==> src/rtl/fotosinteza_pkg.sv <==
// Shared types and default timing for the photosynthesis sequencer: state
// enum, drive-output bundle, oxygen counter type and output decode helpers.
package fotosinteza_pkg;

  localparam int T_SVJ_DEF   = 2;
  localparam int T_H2O_DEF   = 2;
  localparam int T_PROD_DEF  = 4;
  localparam int TIMEOUT_DEF = 8;
  localparam int CNT_W_DEF   = 8;

  typedef logic [15:0] br_kis_t;
  localparam br_kis_t BR_KIS_MAX = 16'hFFFF;

  typedef enum logic [3:0] {
    MIROVANJE,
    SVJETLO,
    VODA,
    UGLJEN,
    CEKAJ_O2,
    PROIZVODNJA,
    GASI_CO2,
    GASI_H2O,
    GASI_SVJ,
    GOTOVO,
    GRESKA
  } stanje_t;

  typedef struct packed {
    logic svj;
    logic h2o;
    logic co2;
  } pogon_t;

  function automatic pogon_t pogon(stanje_t s);
    unique case (s)
      SVJETLO, GASI_H2O:               return '{svj: 1'b1, h2o: 1'b0, co2: 1'b0};
      VODA, GASI_CO2:                  return '{svj: 1'b1, h2o: 1'b1, co2: 1'b0};
      UGLJEN, CEKAJ_O2, PROIZVODNJA:   return '{svj: 1'b1, h2o: 1'b1, co2: 1'b1};
      default:                         return '0;
    endcase
  endfunction

  function automatic logic zauzet(stanje_t s);
    return !(s inside {MIROVANJE, GOTOVO, GRESKA});
  endfunction

endpackage

==> src/rtl/fotosinteza_sekvencer_if.sv <==
// Control/status bundle between top-level control, the sequencer and the
// Fotosinteza unit; master drives requests, slave is the sequencer.
interface fotosinteza_sekvencer_if;
  import fotosinteza_pkg::*;

  logic       i_start;
  logic       i_stop;
  logic [7:0] i_br_ciklusa;
  logic       i_kiseonik;
  logic       o_svjetlost;
  logic       o_h2o;
  logic       o_co2;
  logic       o_busy;
  logic       o_done;
  logic       o_greska;
  br_kis_t    o_br_kiseonika;

  modport master (
    output i_start, i_stop, i_br_ciklusa, i_kiseonik,
    input  o_svjetlost, o_h2o, o_co2, o_busy, o_done, o_greska, o_br_kiseonika
  );

  modport slave (
    input  i_start, i_stop, i_br_ciklusa, i_kiseonik,
    output o_svjetlost, o_h2o, o_co2, o_busy, o_done, o_greska, o_br_kiseonika
  );
endinterface

==> src/rtl/fotosinteza_tajmer.sv <==
// Loadable down-counter; isteklo is high once the count has reached zero.
// Loading N-1 on state entry makes the owning state last exactly N cycles.
module fotosinteza_tajmer #(
  parameter int CNT_W = 8
) (
  input  logic             clk,
  input  logic             rst_n,
  input  logic             load,
  input  logic             en,
  input  logic [CNT_W-1:0] vrijednost,
  output logic             isteklo
);

  logic [CNT_W-1:0] cnt;

  // NOTE: non-blocking assignments in clocked blocks so every register sees pre-edge values.
  always_ff @(posedge clk) begin
    if (!rst_n)                 cnt <= '0;
    else if (load)              cnt <= vrijednost;
    else if (en && cnt != '0)   cnt <= cnt - 1'b1;
  end

  assign isteklo = (cnt == '0);

endmodule

==> src/rtl/fotosinteza_sekvencer.sv <==
// Sequences light, water and CO2 into the Fotosinteza unit for a programmed
// number of runs. Define FOTO_WATCHDOG_EN to abort on stalled oxygen output.
module fotosinteza_sekvencer
  import fotosinteza_pkg::*;
#(
  parameter int T_SVJ   = T_SVJ_DEF,
  parameter int T_H2O   = T_H2O_DEF,
  parameter int T_PROD  = T_PROD_DEF,
  parameter int TIMEOUT = TIMEOUT_DEF,
  parameter int CNT_W   = CNT_W_DEF
) (
  input logic                    i_clk,
  input logic                    i_rst_n,
  fotosinteza_sekvencer_if.slave bus
);

  localparam logic [CNT_W-1:0] K_SVJ  = CNT_W'(T_SVJ - 1);
  localparam logic [CNT_W-1:0] K_H2O  = CNT_W'(T_H2O - 1);
  localparam logic [CNT_W-1:0] K_PROD = CNT_W'(T_PROD - 1);
  localparam logic [CNT_W-1:0] K_TO   = CNT_W'(TIMEOUT - 1);

  stanje_t          st, st_nxt;
  pogon_t           pogon_q;
  logic             busy_q, done_q, greska_q, prekid;
  br_kis_t          br_kis;
  logic [CNT_W-1:0] preostalo, t_val;
  logic             t_load, t_en, t_isteklo, wd_okida;
  logic             prihvat, zaustavi;

  assign prihvat  = (st == MIROVANJE || st == GRESKA) && bus.i_start && !bus.i_stop;
  assign zaustavi = bus.i_stop && (st inside {SVJETLO, VODA, UGLJEN, CEKAJ_O2, PROIZVODNJA});

  fotosinteza_tajmer #(.CNT_W(CNT_W)) u_tajmer (
    .clk(i_clk), .rst_n(i_rst_n), .load(t_load), .en(t_en),
    .vrijednost(t_val), .isteklo(t_isteklo)
  );

`ifdef FOTO_WATCHDOG_EN
  // Counts consecutive oxygen-less production cycles; any oxygen reloads it.
  logic wd_load, wd_en, wd_isteklo;
  assign wd_load  = (st_nxt == PROIZVODNJA && st != PROIZVODNJA) ||
                    (st == PROIZVODNJA && bus.i_kiseonik);
  assign wd_en    = (st == PROIZVODNJA) && !bus.i_kiseonik;
  assign wd_okida = wd_en && wd_isteklo;

  fotosinteza_tajmer #(.CNT_W(CNT_W)) u_watchdog (
    .clk(i_clk), .rst_n(i_rst_n), .load(wd_load), .en(wd_en),
    .vrijednost(K_TO), .isteklo(wd_isteklo)
  );
`else
  assign wd_okida = 1'b0;
`endif

  // NOTE: every combinational output gets a default first so no latch is inferred.
  always_comb begin
    st_nxt = st;
    t_en   = 1'b0;
    t_val  = '0;
    unique case (st)
      MIROVANJE, GRESKA:
        if (prihvat) st_nxt = (bus.i_br_ciklusa == 8'd0) ? GOTOVO : SVJETLO;
      SVJETLO:
        if (zaustavi)       st_nxt = GASI_CO2;
        else if (t_isteklo) st_nxt = VODA;
        else                t_en   = 1'b1;
      VODA:
        if (zaustavi)       st_nxt = GASI_CO2;
        else if (t_isteklo) st_nxt = UGLJEN;
        else                t_en   = 1'b1;
      UGLJEN:
        st_nxt = zaustavi ? GASI_CO2 : CEKAJ_O2;
      CEKAJ_O2:
        if (zaustavi)            st_nxt = GASI_CO2;
        else if (bus.i_kiseonik) st_nxt = PROIZVODNJA;
        else if (t_isteklo)      st_nxt = GRESKA;
        else                     t_en   = 1'b1;
      PROIZVODNJA:
        if (zaustavi)       st_nxt = GASI_CO2;
        else if (wd_okida)  st_nxt = GRESKA;
        else if (t_isteklo) st_nxt = GASI_CO2;
        else                t_en   = 1'b1;
      GASI_CO2: st_nxt = GASI_H2O;
      GASI_H2O: st_nxt = GASI_SVJ;
      GASI_SVJ:
        if (prekid)                          st_nxt = MIROVANJE;
        else if (preostalo == CNT_W'(1))     st_nxt = GOTOVO;
        else                                 st_nxt = SVJETLO;
      GOTOVO:   st_nxt = MIROVANJE;
      default:  st_nxt = MIROVANJE;
    endcase

    t_load = (st_nxt != st);
    unique case (st_nxt)
      SVJETLO:     t_val = K_SVJ;
      VODA:        t_val = K_H2O;
      CEKAJ_O2:    t_val = K_TO;
      PROIZVODNJA: t_val = K_PROD;
      default:     t_val = '0;
    endcase
  end

  always_ff @(posedge i_clk) begin
    if (!i_rst_n) begin
      st        <= MIROVANJE;
      pogon_q   <= '0;
      busy_q    <= 1'b0;
      done_q    <= 1'b0;
      greska_q  <= 1'b0;
      prekid    <= 1'b0;
      br_kis    <= '0;
      preostalo <= '0;
    end else begin
      st      <= st_nxt;
      pogon_q <= pogon(st_nxt);
      busy_q  <= zauzet(st_nxt);
      done_q  <= (st_nxt == GOTOVO);
      if (prihvat) begin
        preostalo <= CNT_W'(bus.i_br_ciklusa);
        br_kis    <= '0;
        greska_q  <= 1'b0;
        prekid    <= 1'b0;
      end else begin
        if (st == PROIZVODNJA && bus.i_kiseonik && br_kis != BR_KIS_MAX)
          br_kis <= br_kis + 1'b1;
        if (zaustavi) prekid <= 1'b1;
        // An aborted run does not consume one of the programmed runs.
        if (st == GASI_SVJ) begin
          prekid <= 1'b0;
          if (!prekid) preostalo <= preostalo - 1'b1;
        end
        if (st_nxt == GRESKA) greska_q <= 1'b1;
      end
    end
  end

  assign bus.o_svjetlost    = pogon_q.svj;
  assign bus.o_h2o          = pogon_q.h2o;
  assign bus.o_co2          = pogon_q.co2;
  assign bus.o_busy         = busy_q;
  assign bus.o_done         = done_q;
  assign bus.o_greska       = greska_q;
  assign bus.o_br_kiseonika = br_kis;

endmodule

==> src/flat_wrapper.sv <==
// flat-port wrapper written by rule: the top's interface ports become plain ports
module fotosinteza_sekvencer_flat import fotosinteza_pkg::*;
#(
  parameter int T_SVJ   = T_SVJ_DEF,
  parameter int T_H2O   = T_H2O_DEF,
  parameter int T_PROD  = T_PROD_DEF,
  parameter int TIMEOUT = TIMEOUT_DEF,
  parameter int CNT_W   = CNT_W_DEF
)
  (i_clk, i_rst_n, bus_i_start, bus_i_stop, bus_i_br_ciklusa, bus_i_kiseonik, bus_o_svjetlost, bus_o_h2o, bus_o_co2, bus_o_busy, bus_o_done, bus_o_greska, bus_o_br_kiseonika);
  fotosinteza_sekvencer_if bus_i ();
  input logic i_clk;
  input logic i_rst_n;
  input wire logic [$bits(bus_i.i_start)-1:0] bus_i_start;
  input wire logic [$bits(bus_i.i_stop)-1:0] bus_i_stop;
  input wire logic [$bits(bus_i.i_br_ciklusa)-1:0] bus_i_br_ciklusa;
  input wire logic [$bits(bus_i.i_kiseonik)-1:0] bus_i_kiseonik;
  output wire logic [$bits(bus_i.o_svjetlost)-1:0] bus_o_svjetlost;
  output wire logic [$bits(bus_i.o_h2o)-1:0] bus_o_h2o;
  output wire logic [$bits(bus_i.o_co2)-1:0] bus_o_co2;
  output wire logic [$bits(bus_i.o_busy)-1:0] bus_o_busy;
  output wire logic [$bits(bus_i.o_done)-1:0] bus_o_done;
  output wire logic [$bits(bus_i.o_greska)-1:0] bus_o_greska;
  output wire logic [$bits(bus_i.o_br_kiseonika)-1:0] bus_o_br_kiseonika;
  assign bus_i.i_start = bus_i_start;
  assign bus_i.i_stop = bus_i_stop;
  assign bus_i.i_br_ciklusa = bus_i_br_ciklusa;
  assign bus_i.i_kiseonik = bus_i_kiseonik;
  assign bus_o_svjetlost = bus_i.o_svjetlost;
  assign bus_o_h2o = bus_i.o_h2o;
  assign bus_o_co2 = bus_i.o_co2;
  assign bus_o_busy = bus_i.o_busy;
  assign bus_o_done = bus_i.o_done;
  assign bus_o_greska = bus_i.o_greska;
  assign bus_o_br_kiseonika = bus_i.o_br_kiseonika;
  fotosinteza_sekvencer #(.T_SVJ(T_SVJ), .T_H2O(T_H2O), .T_PROD(T_PROD), .TIMEOUT(TIMEOUT), .CNT_W(CNT_W)) u_core (.i_clk(i_clk), .i_rst_n(i_rst_n), .bus(bus_i));
endmodule
==> config.mk <==
export PLATFORM = sky130hd
export DESIGN_NAME = fotosinteza_sekvencer_flat
export DESIGN_NICKNAME = d
export VERILOG_FILES = /design/src/rtl/fotosinteza_pkg.sv /design/src/rtl/fotosinteza_sekvencer_if.sv /design/src/rtl/fotosinteza_tajmer.sv /design/src/rtl/fotosinteza_sekvencer.sv /design/src/flat_wrapper.sv
export SDC_FILE = /design/constraint.sdc
export NUM_CORES = 1
export LEC_CHECK = 0
export BUFFER_PORTS_ARGS = -buffer_cell sky130_fd_sc_hd__buf_2
export CAP_MARGIN = 20
export CORE_UTILIZATION = 50
export CTS_CLUSTER_DIAMETER = 60
export DETAILED_ROUTE_END_ITERATION = 10
export PLACE_DENSITY = 0.74
export SLEW_MARGIN = 10
export SYNTH_ARGS = -nofsm -noshare
export SYNTH_HDL_FRONTEND = slang
export SYNTH_SLANG_ARGS = --single-unit
==> constraint.sdc <==
create_clock -name i_clk -period 2.45 [get_ports i_clk]
set_input_delay 0.3675 -clock i_clk [delete_from_list [all_inputs] [get_ports i_clk]]
set_output_delay 0.3675 -clock i_clk [all_outputs]
set_load 0.005 [all_outputs]
; Word level (Yosys, flattened, before mapping)
; Cells that the tools add are included.
; W data, S select, Z words.
[word_totals]
regBits = 43
latchBits = 0
ramBits = 0
romBits = 0
in_bits = 13
out_inout_bits = 22
wordCells = 91
mem_count = 0
[classes]
add_sub_neg = 3
n_mul = 0
n_div = 0
magnitude_cmp = 0
n_eq_ne = 22
shift = 0
n_mux = 27
bitwise_logic = 1
n_reduce_logical = 27
[op_table]
columns = cell, count
row1 = $mux W4, 13
row2 = $mux W8, 5
row3 = $pmux W4 S9, 1
row4 = $eq A4 B3 Y1 const B, 8
row5 = $pmux W3 S3, 2
row6 = $add A16 B1 Y16 const B, 1
row7 = $eq A4 B2 Y1 const B, 4
row8 = $eq A4 B4 Y1 const B, 4
row9 = $logic_not A8 Y1, 2
row10 = $ne A16 B16 Y1 const B, 1
row11 = $sub A8 B1 Y8 const B, 2
row12 = $reduce_or A2 Y1, 5
row13 = $reduce_or A3 Y1, 3
row14 = $eq A4 B1 Y1 const B, 2
row15 = $eq A8 B1 Y1 const B, 1
row16 = $logic_not A4 Y1, 2
row17 = $reduce_bool A8 Y1, 1
row18 = $logic_and A1 B1 Y1, 6
row19 = $reduce_bool A5 Y1, 1
row20 = $mux W1, 4
row21 = $ne A4 B4 Y1, 1
row22 = $reduce_bool A2 Y1, 2
row23 = $reduce_bool A3 Y1, 1
row24 = $logic_not A1 Y1, 2
row25 = other kinds (6), 6

; Depth between registers and ports, before layout
[logic_depth]
ltp_word = 10
depth_mapped = 8
mapped_depth_nobuf = 8

; Cells and area by module
; A second synthesis with hierarchy kept.
[unflattened]
cells_unflattened = 300
hier_area_um2 = 2476.1
[by_module_without_submodules]
columns = module, n_inst, cells_per_inst, area_each_um2
row1 = fotosinteza_sekvencer, 1, 242, 1968.1
row2 = fotosinteza_tajmer, 1, 58, 508.0

; Least setup slack after synthesis
; OpenSTA, ideal clock, no wires.
[synth_path]
path_type = register to register
from = reg u_core.u_tajmer.cnt[0]
to = reg u_core.u_tajmer.cnt[0]
setup_ns = 0.088
t_arrival_ns = 2.181
t_required_ns = 2.362
slack_ns = 0.181
path_stages_with_launch = 9
path_cell_list = dfxtp_1 > inv_1 > ha_1 > or4b_4 > or2_4 > a311o_1 > a211oi_2 > o21ai_1 > a311oi_2
[synth_via]
elab_chain_len = 9
word_cells_on_any_way = 29
cone_classes = add/sub: 1 / eq/ne: 5 / mux: 18 / reduce/logical: 5
[synth_rtl]
columns = element, line_no
row1 = from (decl), fotosinteza_tajmer.sv:14  ; logic [CNT_W-1:0] cnt;
row2 = from (signal assigned), fotosinteza_tajmer.sv:19  ; else if (load) cnt <= vrijednost;
row3 = from (signal assigned), fotosinteza_tajmer.sv:20  ; else if (en && cnt != '0) cnt <= cnt - 1'b1;
row4 = $logic_not A8 Y1, fotosinteza_tajmer.sv:23  ; assign isteklo = (cnt == '0);
row5 = $mux W4, fotosinteza_sekvencer.sv:75  ; else if (t_isteklo) st_nxt = GRESKA;
row6 = $mux W4, fotosinteza_sekvencer.sv:74  ; else if (bus.i_kiseonik) st_nxt = PROIZVODNJA;
row7 = $mux W4, fotosinteza_sekvencer.sv:73  ; if (zaustavi) st_nxt = GASI_CO2;
row8 = $pmux W4 S9, fotosinteza_sekvencer.sv:59  ; unique case (st)
row9 = $eq A4 B1 Y1 / $eq A4 B2 Y1 (equally long branches), fotosinteza_sekvencer.sv:93  ; unique case (st_nxt)
row10 = $reduce_or A2 Y1 (no line), n/a
row11 = $pmux W3 S3, fotosinteza_sekvencer.sv:93
row12 = $mux W8, fotosinteza_tajmer.sv:19
; Parallel ways exist; a longest one is shown, timed or not. The select of a mux whose other input is x is not followed.
; A chain may end at the register's enable or synchronous reset.

; Worst setup path after layout
; Ends and elaborated chain as after synthesis.

==> flow_metrics.tcl <==
set metrics [dict create \
    multi_input_area_um2 1460 \
    crit_buf_inv 1 \
    synth_top_cells_by_count "nor2_1 (44), dfxtp_1 (43), nor3_1 (18), xnor2_1 (17), a21oi_1 (16)" \
    r2r_setup_slack_ns 0.09 \
    cts_buffers 5 \
    dieArea_um2 5030 \
    start_util_pct 53.1 \
    min_path_type "in2reg" \
    grt_setup_unrepaired "yes" \
    required_ns 2.67 \
    antennaDiodeCount 0 \
    wire_per_inst_um 14.0 \
    power_density_nw_per_um2 1020 \
    drt_wl_total_mm 5.41 \
    post-route-util_pct 63.0 \
    finalSetupViolCount 0 \
    yosysSeqAreaShare_pct 36.2 \
    swShare_pct 37.3 \
    overflow 0 \
    finalCritPeriodShare_pct 96.5 \
    postSynthAreaPerCell_um2 8.09 \
    dpl_worst_slack_ns 0.0132 \
    coreArea_um2 4470 \
    antenna_found_initial 0 \
    tritoncts "done" \
    area_growth_pct 18.6 \
    ios 35 \
    crit_arrival_ns 2.58 \
    power_frac_clock_pct 22.7 \
    vdd_ir_drop_max_v 0.000490 \
    htree_levels 2 \
    hpwl_mm 3.93 \
    async_flop_share_pct 0 \
    n_fill_cell 404 \
    min_period_ns 2.36 \
    synth_top_area_share_pct 36.2 \
    path_delay_family "simple AND/OR/NAND/NOR gates" \
    slew_viol_final 0 \
    critPathSlowestCell "or4b_4" \
    syn_nets 311 \
    post_drt_via_cell_ratio 5.77 \
    die_h_um 71.0 \
    synth_cell_type_count 52 \
    synth_edf_count 0 \
    reg2reg_depth 8 \
    ys.flop_type "dfxtp_1" \
    min_from "bus_i_br_ciklusa[0]" \
    hold_end "u_core.preostalo[0]$_SDFFE_PN0P_" \
    worstMarginPinSlew_ns 0.688 \
    die_w_um 71.0 \
    grt_usage_pct 22.7 \
    ys_ff_latch 43 \
    slowest_delay_ns 0.50 \
    outcome "complete, but fails checks" \
    crit_chain "inv_1, ha_2, or4b_4, or2_4, a2111oi_4, a31oi_2, and3_1, a311oi_2" \
    syn_inst 294 \
    yosys_warnings 0 \
    antenna_left 0 \
    grt_max_degree 22 \
    total_power_w 0.00288 \
    gp_congestion 0.938 \
    finalWorstSetupSlack_ns 0.0865 \
    hold_viol_final 0 \
    firstDrtPassIters 7 \
    port-buffer-count 34 \
    first_iter_violations 139 \
    synth.cell_area_um2 2380 \
    reg2reg_to "u_core.u_tajmer.cnt[0]$_SDFFE_PN0P_" \
    critical_path_class "reg2reg" \
    p_int_w 0.00180 \
    fmax_mhz 423 \
    synth_area_leader_cell "dfxtp_1" \
    r2r-start "u_core.u_tajmer.cnt[0]$_SDFFE_PN0P_" \
    clock_latency_ns 0.30 \
    slew_headroom_pct 54.1 \
    ff_latch_area_um2 865 \
    rows 24 \
    drc 3 \
    grt_pass1_wl_mm 9.14 \
    violations "design-rule violations" \
    nNetsFinal 350 \
    clk_pin_slew_ns 0.08 \
    switchingPower_w 0.00107 \
    sequentialPowerShare_pct 31.7 \
    cp-end-kind "flip-flop" \
    start_kind "flip-flop" \
    holdPathStages 3 \
    leakagePower_nw 1.14 \
    layout-drive-gt1-share_pct 20.7 \
    cts.sinks 43 \
    vias 2229 \
    hold_buffers 0 \
    clockRootBuffer "clkbuf_8" \
    max-cap-violations 0 \
    yosysMostFrequentCell "nor2_1" \
    cts_buffer_depth 2 \
    crit_path_max_fanout 6 \
    grt_pass1_vias 1976 \
    synth_area_leaders "dfxtp_1 (36%), nor2_1 (6.9%), xnor2_1 (6.3%), nor3_1 (3.8%), a21oi_1 (3.4%)" \
    finClkSkew_ns 0.00354 \
    pwr-share-comb_pct 45.6 \
]
-- layout make-up --
type	count	share of cell area, %
well taps	52	2.31
flip-flops and latches	43	30.7
clock buffers	6	2.57
repair buffers	45	8.97
clock inverters	2	2.13
inverters	12	1.60
multi-input cells	226	51.8
-- metal layers --
metal	vias up	track usage [%]	wire length (um)
met3	5	4.56	258
met4	0	7.11	50
met5	-	0	0
met2	56	36.1	2540
met1	1033	31.2	2570
li1	1135	-	-
-- state kept, by name, indices dropped and copies added, names as in the netlist --
signal and cells:
u_core.u_tajmer.cnt 8, u_core.preostalo 8, u_core.bus.o_svjetlost 1, u_core.prekid 1
u_core.bus.o_br_kiseonika 16, u_core.st 4, u_core.bus.o_busy 1, u_core.bus.o_co2 1
u_core.bus.o_done 1, u_core.bus.o_h2o 1, u_core.bus.o_greska 1
-- worst reg2reg max path: stages (launching register included) --
cell,delay (ns)
dfxtp_1,0.32
inv_1,0.09
ha_2,0.19
or4b_4,0.50
or2_4,0.28
a2111oi_4,0.32
a31oi_2,0.13
and3_1,0.24
a311oi_2,0.22
-- how the worst max path moves through the flow --
stage                                        start                             endpoint  slack, ns  cells past startpoint
2_1_floorplan  u_core.u_tajmer.cnt[0]$_SDFFE_PN0P_  u_core.u_tajmer.cnt[0]$_SDFFE_PN0P_       0.18                      8
3_3_place_gp   u_core.u_tajmer.cnt[0]$_SDFFE_PN0P_  u_core.u_tajmer.cnt[0]$_SDFFE_PN0P_        0.1                      8
3_5_place_dp   u_core.u_tajmer.cnt[0]$_SDFFE_PN0P_  u_core.u_tajmer.cnt[0]$_SDFFE_PN0P_       0.01                      8
5_1_grt        u_core.u_tajmer.cnt[0]$_SDFFE_PN0P_  u_core.u_tajmer.cnt[0]$_SDFFE_PN0P_      -0.04                      8
4_1_cts        u_core.u_tajmer.cnt[0]$_SDFFE_PN0P_  u_core.u_tajmer.cnt[0]$_SDFFE_PN0P_      0.006                      8
6_report       u_core.u_tajmer.cnt[0]$_SDFFE_PN0P_  u_core.u_tajmer.cnt[0]$_SDFFE_PN0P_       0.09                      8
-- stage by stage --
step / hold slack, ns / cell area, um^2 / cells / TNS (ns)
2_1_floorplan: 0.450 / 2380 / 294 / 0
3_3_place_gp: 0.470 / 2640 / 378 / 0
3_5_place_dp: 0.470 / 2640 / 378 / 0
4_1_cts: 0.324 / 2780 / 386 / 0
5_1_grt: 0.350 / 2820 / 386 / -0.0398
6_report: 0.322 / 2820 / 386 / 0
-- power by group through the flow --
| stage | Sequential (W) | Clock [W] | Combinational [W] |
|---|---|---|---|
| floorplan | 0.000878 | 0 | 0.000962 |
| global placement | 0.000919 | 0 | 0.00119 |
| detailed placement | 0.000920 | 0 | 0.00122 |
| CTS | 0.000904 | 0.000667 | 0.00123 |
| global route | 0.000926 | 0.000689 | 0.00147 |
| finish | 0.000911 | 0.000654 | 0.00131 |
-- cells by family (layout without fill, tap and decap cells) --
kind of cell	count (synthesis)	after routing	synth area share, %
xor gates and xnor gates	22	22	8.11
and+or+nand+nor	137	137	29.8
buffers and inverters	25	65	4.11
DFF	43	43	36.2
adders and majority gates	5	5	2.53
muxes	3	3	1.26
AOI/OAI and AO/OA	59	59	17.9
-- repair_timing --
item,in CTS,in global routing
gates resized for setup,0,10
setup endpoints to repair,0,11
buffers inserted,0,0
-- layout by cell type (no fill, tap or decap), types with 2 or more instances in the layout --
| cell type | n |
|---|---|
| a21oi_1 | 16 |
| nand3_1 | 9 |
| clkbuf_8 | 5 |
| bufinv_16 | 2 |
| o211a_1 | 2 |
| a22oi_1 | 2 |
| nor3_1 | 17 |
| nand2b_1 | 5 |
| dfxtp_2 | 3 |
| nor2_1 | 44 |
| o21ai_0 | 9 |
| buf_4 | 11 |
| o21a_1 | 4 |
| or3_1 | 4 |
| a21o_1 | 2 |
| a211o_1 | 2 |
| and2_1 | 3 |
| ha_1 | 3 |
| a222oi_1 | 3 |
| dfxtp_1 | 40 |
| xor2_1 | 5 |
| nor4_1 | 8 |
| xnor2_1 | 17 |
| inv_1 | 12 |
| a221oi_1 | 3 |
| nand3b_1 | 3 |
| and4_1 | 2 |
| nand2_1 | 15 |
| mux2i_1 | 3 |
| and3_1 | 6 |
| o211ai_1 | 3 |
| nand4_1 | 5 |
| buf_2 | 34 |
| nor2b_1 | 5 |
| or2_2 | 2 |
Power figures use the tool's default switching activity.
